==> src/rtl/ps2_key_pkg.sv <==
// Shared types and scancode constants for the PS/2 keyboard front-end.
// Command codes, set-2 scancodes, and the scancode-to-command map.
package ps2_key_pkg;

  typedef enum logic [3:0] {
    NONE  = 4'd0,
    UP    = 4'd1,
    DOWN  = 4'd2,
    LEFT  = 4'd3,
    RIGHT = 4'd4,
    SPACE = 4'd5,
    ENTER = 4'd6,
    ESC   = 4'd7,
    YES   = 4'd8,
    NO    = 4'd9
  } cmd_t;

  localparam logic [7:0] U_KEY       = 8'h1D;
  localparam logic [7:0] D_KEY       = 8'h1B;
  localparam logic [7:0] L_KEY       = 8'h1C;
  localparam logic [7:0] R_KEY       = 8'h23;
  localparam logic [7:0] SPACE_KEY   = 8'h29;
  localparam logic [7:0] ENTER_KEY   = 8'h5A;
  localparam logic [7:0] ESC_KEY     = 8'h76;
  localparam logic [7:0] Y_KEY       = 8'h35;
  localparam logic [7:0] N_KEY       = 8'h31;
  localparam logic [7:0] UP_ARROW    = 8'h75;
  localparam logic [7:0] DOWN_ARROW  = 8'h72;
  localparam logic [7:0] LEFT_ARROW  = 8'h6B;
  localparam logic [7:0] RIGHT_ARROW = 8'h74;
  localparam logic [7:0] BRK_CODE    = 8'hF0;
  localparam logic [7:0] EXT_CODE    = 8'hE0;

  // Extended (E0-prefixed) codes only map the arrow keys; anything else is NONE.
  function automatic cmd_t map_code(input logic ext, input logic [7:0] code);
    cmd_t c;
    c = NONE;
    if (ext) begin
      case (code)
        UP_ARROW:    c = UP;
        DOWN_ARROW:  c = DOWN;
        LEFT_ARROW:  c = LEFT;
        RIGHT_ARROW: c = RIGHT;
        default:     c = NONE;
      endcase
    end else begin
      case (code)
        U_KEY:     c = UP;
        D_KEY:     c = DOWN;
        L_KEY:     c = LEFT;
        R_KEY:     c = RIGHT;
        SPACE_KEY: c = SPACE;
        ENTER_KEY: c = ENTER;
        ESC_KEY:   c = ESC;
        Y_KEY:     c = YES;
        N_KEY:     c = NO;
        default:   c = NONE;
      endcase
    end
    return c;
  endfunction

endpackage

==> src/rtl/ps2_rx_frame.sv <==
// PS/2 receive path: synchronisers, falling-edge detect, 11-bit frame FSM
// (start, 8 data LSB-first, odd parity, stop) and inter-edge timeout.
// SYNC_STAGES must be at least 2.
module ps2_rx_frame
  import ps2_key_pkg::*;
#(
  parameter int TIMEOUT_CYCLES = 20000,
  parameter int SYNC_STAGES    = 2
) (
  input  logic       clk,
  input  logic       reset,
  input  logic       ps2_clk,
  input  logic       ps2_data,
  output logic [7:0] rx_byte,
  output logic       byte_stb,
  output logic       err_parity,
  output logic       err_frame
);

  localparam int TW = $clog2(TIMEOUT_CYCLES);

  localparam logic [1:0] S_IDLE   = 2'd0;
  localparam logic [1:0] S_DATA   = 2'd1;
  localparam logic [1:0] S_PARITY = 2'd2;
  localparam logic [1:0] S_STOP   = 2'd3;

  logic [SYNC_STAGES-1:0] clk_sync, dat_sync;
  logic                   clk_prev;
  logic                   fall, data_s;
  logic [1:0]             state;
  logic [2:0]             bit_cnt;
  logic [7:0]             shreg;
  logic                   par_bit;
  logic [TW-1:0]          tcnt;

  // Synchronisers idle high so a released line never looks like an edge.
  always_ff @(posedge clk) begin
    if (!reset) begin
      clk_sync <= '1;
      dat_sync <= '1;
      clk_prev <= 1'b1;
    end else begin
      clk_sync <= {clk_sync[SYNC_STAGES-2:0], ps2_clk};
      dat_sync <= {dat_sync[SYNC_STAGES-2:0], ps2_data};
      clk_prev <= clk_sync[SYNC_STAGES-1];
    end
  end

  assign fall   = clk_prev & ~clk_sync[SYNC_STAGES-1];
  assign data_s = dat_sync[SYNC_STAGES-1];

  // Frame FSM plus timeout; status pulses are registered so they land at F+1.
  always_ff @(posedge clk) begin
    if (!reset) begin
      state      <= S_IDLE;
      bit_cnt    <= '0;
      shreg      <= '0;
      par_bit    <= 1'b0;
      tcnt       <= '0;
      rx_byte    <= '0;
      byte_stb   <= 1'b0;
      err_parity <= 1'b0;
      err_frame  <= 1'b0;
    end else begin
      byte_stb   <= 1'b0;
      err_parity <= 1'b0;
      err_frame  <= 1'b0;
      if (state == S_IDLE || fall) begin
        tcnt <= '0;
      end else if (tcnt == TW'(TIMEOUT_CYCLES - 1)) begin
        // Line stalled mid-frame: abandon it.
        tcnt      <= '0;
        state     <= S_IDLE;
        err_frame <= 1'b1;
      end else begin
        tcnt <= tcnt + 1'b1;
      end
      if (fall) begin
        case (state)
          S_IDLE: begin
            if (!data_s) begin
              state   <= S_DATA;
              bit_cnt <= '0;
            end
          end
          S_DATA: begin
            shreg   <= {data_s, shreg[7:1]};
            bit_cnt <= bit_cnt + 3'd1;
            if (bit_cnt == 3'd7) state <= S_PARITY;
          end
          S_PARITY: begin
            par_bit <= data_s;
            state   <= S_STOP;
          end
          default: begin
            state <= S_IDLE;
            if (!data_s) begin
              err_frame <= 1'b1;
            end else if (^{shreg, par_bit}) begin
              rx_byte  <= shreg;
              byte_stb <= 1'b1;
            end else begin
              err_parity <= 1'b1;
            end
          end
        endcase
      end
    end
  end

endmodule

==> src/rtl/ps2_key_ctrl.sv <==
// Keyboard front-end: PS/2 frame receiver, E0/F0 prefix decoder, command
// mapping and a small command FIFO drained by a valid/ready handshake.
// Optional build macro KEY_REPEAT_FILTER_EN suppresses typematic repeats of
// the currently held key.
module ps2_key_ctrl
  import ps2_key_pkg::*;
#(
  parameter int TIMEOUT_CYCLES = 20000,
  parameter int FIFO_DEPTH     = 4,
  parameter int SYNC_STAGES    = 2
) (
  input  logic       clk,
  input  logic       reset,
  input  logic       ps2_clk,
  input  logic       ps2_data,
  output logic [3:0] cmd,
  output logic       cmd_valid,
  input  logic       cmd_ready,
  output logic [7:0] last_scan,
  output logic       err_parity,
  output logic       err_frame,
  output logic       overflow
);

  localparam int AW = $clog2(FIFO_DEPTH);

  logic [7:0] rx_byte;
  logic       byte_stb;

  ps2_rx_frame #(
    .TIMEOUT_CYCLES (TIMEOUT_CYCLES),
    .SYNC_STAGES    (SYNC_STAGES)
  ) u_rx (
    .clk        (clk),
    .reset      (reset),
    .ps2_clk    (ps2_clk),
    .ps2_data   (ps2_data),
    .rx_byte    (rx_byte),
    .byte_stb   (byte_stb),
    .err_parity (err_parity),
    .err_frame  (err_frame)
  );

  logic ext, brk, is_prefix, push;
  cmd_t push_cmd;

  assign is_prefix = (rx_byte == EXT_CODE) || (rx_byte == BRK_CODE);

`ifdef KEY_REPEAT_FILTER_EN
  logic       held_vld;
  logic [8:0] held;
  logic       held_hit;
  assign held_hit = held_vld && (held == {ext, rx_byte});
`endif

  // A make code pushes only when it maps to a command (and isn't a repeat).
  always_comb begin
    push_cmd = map_code(ext, rx_byte);
    push     = byte_stb && !is_prefix && !brk && (push_cmd != NONE);
`ifdef KEY_REPEAT_FILTER_EN
    if (held_hit) push = 1'b0;
`endif
  end

  // Prefix flags, held-key tracking and the scancode mirror for the LEDs.
  always_ff @(posedge clk) begin
    if (!reset) begin
      ext       <= 1'b0;
      brk       <= 1'b0;
      last_scan <= '0;
`ifdef KEY_REPEAT_FILTER_EN
      held_vld  <= 1'b0;
      held      <= '0;
`endif
    end else if (byte_stb) begin
      last_scan <= rx_byte;
      if (rx_byte == EXT_CODE) begin
        ext <= 1'b1;
      end else if (rx_byte == BRK_CODE) begin
        brk <= 1'b1;
      end else begin
        ext <= 1'b0;
        brk <= 1'b0;
`ifdef KEY_REPEAT_FILTER_EN
        if (brk) begin
          if (held_hit) held_vld <= 1'b0;
        end else begin
          held_vld <= 1'b1;
          held     <= {ext, rx_byte};
        end
`endif
      end
    end
  end

  cmd_t        mem [FIFO_DEPTH];
  logic [AW:0] wptr, rptr, wptr_n, rptr_n;
  logic        full, empty, pop, push_ok;
  cmd_t        cmd_q, cmd_next;

  assign empty     = (wptr == rptr);
  assign full      = (wptr[AW] != rptr[AW]) && (wptr[AW-1:0] == rptr[AW-1:0]);
  assign pop       = !empty && cmd_ready;
  assign push_ok   = push && (!full || pop);
  assign cmd_valid = !empty;
  assign cmd       = cmd_q;

  // Next head: the entry being written this cycle if it becomes the head,
  // otherwise the stored one; hold the old value when the queue goes empty.
  always_comb begin
    wptr_n   = wptr + (AW+1)'(push_ok);
    rptr_n   = rptr + (AW+1)'(pop);
    cmd_next = cmd_q;
    if (wptr_n != rptr_n) begin
      if (rptr_n == wptr) cmd_next = push_cmd;
      else                cmd_next = mem[rptr_n[AW-1:0]];
    end
  end

  // Storage array needs no reset; pointers define what is valid.
  always_ff @(posedge clk) begin
    if (push_ok) mem[wptr[AW-1:0]] <= push_cmd;
  end

  // Pointers, registered head and overflow pulse.
  always_ff @(posedge clk) begin
    if (!reset) begin
      wptr     <= '0;
      rptr     <= '0;
      cmd_q    <= NONE;
      overflow <= 1'b0;
    end else begin
      wptr     <= wptr_n;
      rptr     <= rptr_n;
      cmd_q    <= cmd_next;
      overflow <= push && full && !pop;
    end
  end

endmodule
==> config.mk <==
export PLATFORM = sky130hd
export DESIGN_NAME = ps2_key_ctrl
export DESIGN_NICKNAME = d
export VERILOG_FILES = /design/src/rtl/ps2_key_pkg.sv /design/src/rtl/ps2_rx_frame.sv /design/src/rtl/ps2_key_ctrl.sv
export SDC_FILE = /design/constraint.sdc
export NUM_CORES = 1
export LEC_CHECK = 0
export CAP_MARGIN = 25
export CORE_ASPECT_RATIO = 1.25
export CORE_MARGIN = 1.5
export CORE_UTILIZATION = 49
export DETAILED_ROUTE_END_ITERATION = 7
export GPL_ROUTABILITY_DRIVEN = 0
export GPL_TIMING_DRIVEN = 0
export PLACE_DENSITY_LB_ADDON = 0.1
export SETUP_SLACK_MARGIN = 0.5
export SLEW_MARGIN = 20
export SYNTH_ARGS = -nofsm -noshare
export SYNTH_HDL_FRONTEND = slang
export SYNTH_HIERARCHICAL = 1
export SYNTH_SLANG_ARGS = --single-unit
export TNS_END_PERCENT = 5
==> constraint.sdc <==
create_clock -name clk -period 2.7 [get_ports clk]
set_clock_uncertainty 0.2 [all_clocks]
set_input_delay 0.54 -clock clk [delete_from_list [all_inputs] [get_ports clk]]
set_output_delay 0.54 -clock clk [all_outputs]
set_load 0.1 [all_outputs]
== Yosys cells after proc, flatten, opt, wreduce, memory -nomap -nowiden ==
Memory sizes are Yosys's and may differ from the RTL's.
Index checks and enable logic that the tools add are counted.
Word-level totals
  ROM bits: 0
  bits of input ports: 5
  RAM bits: 16
  bits in registers: 66
  logic and storage cells: 110
  memories kept: 1
  latch bits: 0
Cells by class
  order comparisons: 0
  multipliers: 0
  bitwise gates (word level): 7
  equal/unequal tests: 26
  reduce and logical (&&, ||, !) cells: 29
  div/mod/pow operators: 0
  shift operators: 0
  multiplexer cells: 24
  add/sub/neg operators: 4
Memory list
  mem: depth 4, width 4, rd ports 1, clocked after memory_dff 0, write ports 1, line ps2_key_ctrl.sv:96  | cmd_t mem [FIFO_DEPTH];
Operators with widths (number)
  equality test 8 x 7 -> 1 bit (second input constant): 6
  case mux 4 bit (9 select lines): 1
  equality test 8 x 6 -> 1 bit (second input constant): 4
  equality test 8 x 5 -> 1 bit (second input constant): 3
  equality test 8 bit (second input constant): 2
  adder 15 x 1 -> 15 bit (second input constant): 1
  equality test 15 bit (second input constant): 1
  two-way mux 1 bit: 12
  case mux 3 bit (4 select lines): 1
  two-way mux 2 bit: 5
  parity 9 bit: 1
  logical AND 1 bit: 8
  two-way mux 4 bit: 2
  AND reduction 2 bit: 4
  adder 3 x 1 -> 3 bit: 2
  equality test 3 bit: 2
  inverter 1 bit: 6
  case mux 2 bit (3 select lines): 1
  case mux 3 bit (2 select lines): 1
  OR reduction 3 bit: 2
  OR reduction 6 bit: 1
  logical NOT 1 bit: 5
  inequality test 2 bit (second input constant): 2
  AND reduction 4 bit: 1
  14 further kinds: 16

== Logic depth before layout (Yosys ltp) ==
Gate-level depths: netlist of run 1.
  word-level depth: 9
  mapped depth: 13
  gate-level depth less buffers: 12

== By module ==
Netlist of run 1, hierarchy kept.
By module, submodules not included
  ps2_key_ctrl: cells each 177, area an instance 2037.0 µm², instances 1
  ps2_rx_frame: cells each 221, area an instance 1995.7 µm², instances 1

== Worst setup path before layout of run 1 ==
OpenSTA, ideal clock, no wires.
  kind: register -> register
  start: register wptr[0]
  end: register cmd_q[3], in the netlist cmd[3]
  path slack: -630 ps
  required time: 2383 ps
  stages on the path, launching flop included: 12
  data arrival time: 3012 ps
  path through: dfxtp_1 -> xor2_1 -> nor2_1 -> nand2_1 -> and2_1 -> ha_1 -> ha_1 -> xor3_1 -> nor3_4 -> mux2i_1 -> nand2_1 -> o211a_1
On the way
  word-level cells in the longest chain between the ends: 7
Ends and longest elaborated chain
  start: declaration: line ps2_key_ctrl.sv:97  | logic [AW:0] wptr, rptr, wptr_n, rptr_n;
  start signal: assignment: line ps2_key_ctrl.sv:133  | wptr <= wptr_n;
  equality test 3 bit *: line ps2_key_ctrl.sv:101  | assign empty = (wptr == rptr);
  logical NOT 1 bit *
  via cmd_valid: line ps2_key_ctrl.sv:17  | output logic cmd_valid,
  logical AND 1 bit *: line ps2_key_ctrl.sv:103  | assign pop = !empty && cmd_ready;
  parallel branches: the longest is 4 deep, another holds memory (4 x 4 bit)
  end signal: assignment: line ps2_key_ctrl.sv:135  | cmd_q <= cmd_next;
  end: declaration: line ps2_key_ctrl.sv:99  | cmd_t cmd_q, cmd_next;
Mark *: on every way through the listed nets, which the timed path passes.
A chain may end at the register's enable or synchronous reset.

== Final worst setup path of run 1 ==
  start: register u_rx.rx_byte[3]
  end: register cmd_q[1], in the netlist cmd[1]
On the way
  word-level cells in the longest chain between the ends: 9
Ends and longest elaborated chain
  start: declaration: line ps2_rx_frame.sv:14  | output logic [7:0] rx_byte,
  start signal: assignment: line ps2_rx_frame.sv:100  | rx_byte <= shreg;
  parallel branches: the longest is 9 deep, another holds adder 3 x 1 -> 3 bit
Several ways; the timed one is not identified.

==> results of run 1 <==
[through the flow]
step / power, mW / hold slack [ps]
floorplan: 1.306 / 186.3
global placement: 1.322 / 189.5
detailed placement: 1.322 / 192.5
CTS: 2.185 / 212.6
global route: 2.242 / 235.1
finish: 2.164 / 210.4
[path summary, 6_finish.rpt]
check,startpoint,endpoint,cells past startpoint
setup reg to reg,u_rx/rx_byte[3]$_SDFFE_PN0P_,cmd[1]$_SDFFE_PN0P_,12
hold / removal,u_rx/clk_sync[0]$_SDFF_PN1_,u_rx/clk_sync[1]$_SDFF_PN1_,1
hold reg to reg,u_rx/clk_sync[0]$_SDFF_PN1_,u_rx/clk_sync[1]$_SDFF_PN1_,1
setup / recovery,u_rx/rx_byte[3]$_SDFFE_PN0P_,cmd[1]$_SDFFE_PN0P_,12
[synth_stat cells (all sizes together), types with 2 or more instances]
master | n | area, sq um
buf | 8 | 77.57
edfxtp | 16 | 480.5
nor4b | 2 | 17.52
a21boi | 15 | 116.4
nor3b | 3 | 27.52
nor2b | 12 | 75.07
xnor2 | 15 | 131.4
nor3 | 4 | 31.28
a211oi | 2 | 20.02
nand2 | 40 | 152.6
and4b | 2 | 20.02
o31ai | 3 | 32.53
dfxtp | 66 | 1321
a31oi | 2 | 12.51
mux2i | 17 | 170.2
or3 | 5 | 33.78
o21ai | 11 | 55.05
nand3b | 7 | 56.30
xor2 | 15 | 131.4
ha | 12 | 150.1
nand4 | 4 | 25.02
nand4b | 3 | 26.28
nor2 | 25 | 110.1
inv | 7 | 26.28
and3 | 4 | 25.02
nand2b | 15 | 93.84
and2 | 8 | 50.05
nand3 | 22 | 110.1
clkbuf | 12 | 48.80
mux4 | 4 | 90.09
a21oi | 16 | 83.83
[power by group through the flow]
stage                     sequential (mW)  combinational (mW)  clock, mW
after global routing                 1.25              0.0496      0.940
after global placement               1.28              0.0429          0
after floorplan                      1.28              0.0287          0
after detailed placement             1.28              0.0430          0
final                                1.25              0.0442      0.869
after CTS                            1.25              0.0442      0.890
[registers in the layout, indices dropped and copies added, names as in the netlist, 2 cells and up]
signal / flops
u_rx/dat_sync: 2
mem: 16
u_rx/bit_cnt: 3
last_scan: 8
u_rx/tcnt: 15
u_rx/shreg: 8
rptr: 3
u_rx/clk_sync: 2
cmd: 4
u_rx/rx_byte: 8
wptr: 3
u_rx/state: 2
[repair_timing]
| action | in CTS | in global routing |
|---|---|---|
| resized for setup | 76 | 19 |
| setup buffers | 3 | 5 |
| pin swaps | 7 | 10 |
| hold endpoints to repair | 0 | 0 |
| endpoints found under the setup margin | 39 | 34 |
[kinds of logic after synthesis]
logic type                 after synthesis  synth area share, %
buffers and inverters                   27                3.785
and+or+nand+nor                        165                23.24
xor gates and xnor gates                32                7.695
DFF                                     82                44.68
muxes                                   21                6.454
adders and majority gates               12                3.723
AOI/OAI and AO/OA                       59                10.42
[routing by layer]
layer | up-vias | track usage (%) | share of wire (%)
met5 | - | 0 | 0
li1 | 1476 | - | -
met1 | 1366 | 23.24 | 45
met3 | 10 | 3.333 | 2.5
met4 | 0 | 6.440 | 1.3
met2 | 45 | 32.29 | 51
[critical path: stages (launching register included)]
cell      delay (ps)
dfxtp_2          340
clkbuf_8         160
or3_2            440
o31ai_4          240
nor3_2           110
a21boi_2         190
ha_4             170
ha_4             160
xor2_2           150
xor2_1           180
nand3_2          220
o21ai_1          190
a31oi_1           70
[cell type report]
type                       instances  share of cell area (%)
timing repair buffer              27                   5.704
buffer                            20                   2.955
tap                               95                   2.441
clock buffer                       9                   2.544
sequential                        82                   37.26
inverter                           7                  0.5396
clock inverter                     7                   1.413
multi-input combinational        289                   47.15
==> results.json, run 1 <==
{
  "antenna_found_initial": 0,
  "cts_buffer_depth": 2,
  "tritoncts": "done",
  "setup_tns_ps": -939.6,
  "root_buffer": "clkbuf_8",
  "place_inst": 512,
  "drc_errors": 0,
  "path_max_fanout": 10,
  "grt_pass1_vias": 2796,
  "final_cell_mix": "dfxtp_1, nand2_1, nor2_1",
  "p_sw_mw": 0.4773,
  "power_switching_share_pct": 22.06,
  "netlist_instances": 398,
  "yosysWarnings": 6,
  "fp.dieH_microns": 104.4,
  "hold_buffers": 0,
  "die_x_microns": 84.14,
  "ir_worst_vdd_mv": 0.4337,
  "cp-start-kind": "flip-flop",
  "wl_per_cell_microns": 14.89,
  "final_nets": 453,
  "grt_remaining_overflow": 0,
  "clk_latency_ps": 340,
  "clkTransAtPathRegs_ps": 80,
  "final_area_sq_mm": 0.004870,
  "ys_types": 68,
  "avgSynthCellArea_sq_um": 10.13,
  "timing.final.crit_share_pct": 109.3,
  "cts_sinks": 82,
  "worstPathRequired_ps": 2720,
  "drive_gt1_share_pct": 24.26,
  "fillers": 664,
  "arrival_ps": 2970,
  "async_reset_ff_share_pct": 0,
  "synth_edf_count": 16,
  "area_growth_pct": 20.76,
  "drv_slew": 0,
  "setup_ws_ps": -250.5,
  "status": "finished with violations",
  "core_area_sq_mm": 0.007883,
  "clkPwrFrac_pct": 40.1,
  "rsz0062_at_grt": "true",
  "place_area_sq_mm": 0.004414,
  "pwr-share-seq_pct": 57.8,
  "first_pass_iters": 4,
  "ant_nets": 0,
  "diodes": 0,
  "regArea_sq_mm": 0.001814,
  "critPathKind": "flip-flop to flip-flop",
  "via_per_inst": 5.405,
  "num_vias": 2897,
  "layout_commonest_cell": "dfxtp_1",
  "p_leak_nw": 1.688,
  "worst-slew-pin-transition_ps": 730.0,
  "start_util_pct": 51.16,
  "synth_area_sq_mm": 0.004033,
  "grt_max_degree": 15,
  "violations": "setup timing",
  "slew_headroom_pct": 51.34,
  "ys_ff_latch": 82,
  "buffer_ports.inserted": 19,
  "hp-class": "flip-flop to flip-flop",
  "yosysSeqAreaShare_pct": 44.68,
  "drt_wl_total_microns": 7980,
  "post-dp-hpwl_microns": 5651,
  "grt_pass1_wl_microns": 13210,
  "cts-buffers-inserted": 9,
  "ys.flop_type": "dfxtp_1",
  "comb_power_share_pct": 2.0,
  "period_needed_ps": 2950,
  "io_pins": 21,
  "timing.final.hold_violations": 0,
  "synth_nets": 415,
  "first_iter_violations": 104,
  "instances_no_fill": 536,
  "grt_use_total_pct": 18.68,
  "p_per_area_mw_per_mm2": 444.4,
  "fin_util_pct": 61.78,
  "multi_input_area_sq_mm": 0.002296,
  "p_int_mw": 1.687,
  "cap_violations": 0,
  "preCtsSetupSlack_ps": -709.1,
  "rows": 36,
  "critPathCaptureType": "flip-flop",
  "setup_viol": 4,
  "fmax_ghz": 0.3389,
  "die_area_sq_mm": 0.008786,
  "cts_max_level": 3,
  "r2r_setup_slack_ps": -250
}
Note: power is estimated with default switching activity, not from simulation.
==> run 2: changes to the inputs <==
Settings changed: SKIP_CTS_REPAIR_TIMING from default to 1.
==> run 2 against run 1 <==
  * The flow still finishes with violations (setup timing)
  * Fmax decreased by 2.3%
  * Clock power is essentially flat
  * Sequential power hardly changed
  * Critical endpoint is now cmd[3]$_SDFFE_PN0P_
  * Combinational power barely moved
  * Worst hold slack is essentially flat
  * Die area is the same
  * Sequential share of layout area increased by 0.66 points
  * Utilization is 0.98 points lower
  * Sequential cell count unchanged
  * Power about the same
  * Register-to-register slack got worse by 70 ps
==> results.json, run 2 (synthesis gave the netlist of run 1 again) <==
{
  "status": "finished with violations",
  "violations": "setup timing",
  "power_switching_share_pct": 22.03,
  "post-dp-hpwl_microns": 5651,
  "final_area_sq_mm": 0.004792,
  "worstPathCellList": "or3b_4 > a2111o_1 > nand3_2 > nand2_4 > a21boi_4 > ha_4 > ha_4 > xor2_2 > xor2_1 > nand3_2 > o211a_1",
  "grt_remaining_overflow": 0,
  "die_x_microns": 84.14,
  "r2r_setup_slack_ps": -320,
  "cap_violations": 0,
  "cts_buffer_depth": 2,
  "tritoncts": "done",
  "grt_pass1_vias": 2765,
  "timing.final.crit_share_pct": 111.8,
  "arrival_ps": 3060,
  "slowest_stage": "a2111o_1",
  "drive_gt1_share_pct": 22.50,
  "hp-class": "flip-flop to flip-flop",
  "place_area_sq_mm": 0.004414,
  "first_pass_iters": 5,
  "setup_viol": 4,
  "grt_pass1_wl_microns": 13000,
  "rsz0062_at_grt": "true",
  "clk_latency_ps": 350,
  "place_inst": 512,
  "fmax_ghz": 0.3313,
  "setup_ws_ps": -318.8,
  "wl_per_cell_microns": 14.82,
  "pwr-share-seq_pct": 57.8,
  "area_growth_pct": 18.83,
  "start_util_pct": 51.16,
  "rows": 36,
  "grt_use_total_pct": 18.42,
  "core_area_sq_mm": 0.007883,
  "drt_wl_total_microns": 7929,
  "period_needed_ps": 3019,
  "comb_power_share_pct": 2.0,
  "clkPwrFrac_pct": 40.1,
  "ir_worst_vdd_mv": 0.4340,
  "num_vias": 2921,
  "cts_max_level": 3,
  "drv_slew": 0,
  "p_sw_mw": 0.4762,
  "final_nets": 452,
  "path_max_fanout": 8,
  "die_area_sq_mm": 0.008786,
  "grt_max_degree": 15,
  "cts_sinks": 82,
  "p_per_area_mw_per_mm2": 451.1,
  "setup_tns_ps": -1213,
  "p_leak_nw": 1.792,
  "final_cell_mix": "dfxtp_1, nand2_1, nor2_1",
  "first_iter_violations": 112,
  "regArea_sq_mm": 0.001817,
  "root_buffer": "clkbuf_8",
  "via_per_inst": 5.460,
  "ant_nets": 0,
  "slowest_delay_ps": 450,
  "antenna_found_initial": 0,
  "slew_headroom_pct": 35.78,
  "cts-buffers-inserted": 9,
  "drc_errors": 0,
  "diodes": 0,
  "clkTransAtPathRegs_ps": 80,
  "fin_util_pct": 60.79,
  "critPathCaptureType": "flip-flop",
  "fp.dieH_microns": 104.4,
  "timing.final.hold_violations": 0,
  "preCtsSetupSlack_ps": -709.1,
  "worst-slew-pin-transition_ps": 961.7,
  "worstPathRequired_ps": 2740,
  "multi_input_area_sq_mm": 0.002278,
  "largest_register_ffs": 16,
  "p_int_mw": 1.686,
  "layout_commonest_cell": "dfxtp_1",
  "fillers": 680,
  "critPathKind": "flip-flop to flip-flop",
  "io_pins": 21,
  "cp-start-kind": "flip-flop",
  "buffer_ports.inserted": 19,
  "instances_no_fill": 535
}
## run 2: metrics by stage
| stage | hold slack [ps] | power [mW] |
|---|---|---|
| 2_1_floorplan | 186.3 | 1.306 |
| 3_3_place_gp | 189.5 | 1.322 |
| 3_5_place_dp | 192.5 | 1.322 |
| 4_1_cts | 212.6 | 2.184 |
| 5_1_grt | 235.1 | 2.239 |
| 6_report | 210.4 | 2.162 |
## run 2: metal layers
metal  GRT usage [%]  up-vias  part of all wire, %
met1           23.08     1393                   45
li1                -     1474                    -
met2           31.94       43                   51
met3           3.175       11                  2.1
met4           5.972        0                  1.4
met5               0        -                    0
## run 2: final timing paths
path                            endpoint                    startpoint  depth (start not counted)
min          u_rx/clk_sync[1]$_SDFF_PN1_   u_rx/clk_sync[0]$_SDFF_PN1_                          1
max reg2reg          cmd[3]$_SDFFE_PN0P_  u_rx/rx_byte[3]$_SDFFE_PN0P_                         11
min reg2reg  u_rx/clk_sync[1]$_SDFF_PN1_   u_rx/clk_sync[0]$_SDFF_PN1_                          1
max                  cmd[3]$_SDFFE_PN0P_  u_rx/rx_byte[3]$_SDFFE_PN0P_                         11
## run 2: power groups by stage
stage	combinational, mW	sequential, mW	clock [mW]
floorplan	0.0287	1.28	0
global placement	0.0429	1.28	0
finish	0.0442	1.25	0.868
CTS	0.0435	1.25	0.890
global route	0.0494	1.25	0.938
detailed placement	0.0430	1.28	0
## run 2: layout make-up
type / instances / area share (%)
Clock buffer: 9 / 2.585
Timing Repair Buffer: 26 / 4.621
Sequential cell: 82 / 37.91
Clock inverter: 7 / 1.436
Buffer: 20 / 2.872
Tap cell: 95 / 2.480
Multi-Input combinational cell: 289 / 47.55
Inverter: 7 / 0.5483
## run 2: critical path: cells and delay by family (launching register included)
| family | cells | cell delay, ps |
|---|---|---|
| xor gates and xnor gates | 2 | 350 |
| DFF | 1 | 360 |
| adders and majority gates | 2 | 280 |
| and+or+nand+nor | 4 | 790 |
| AOI/OAI and AO/OA | 3 | 930 |
==> run 3: changes to the inputs <==
Settings changed: SLEW_MARGIN 20 to default.
==> results of run 3 <==
The final DEF is identical to that of run 2; final timing and power are the same.
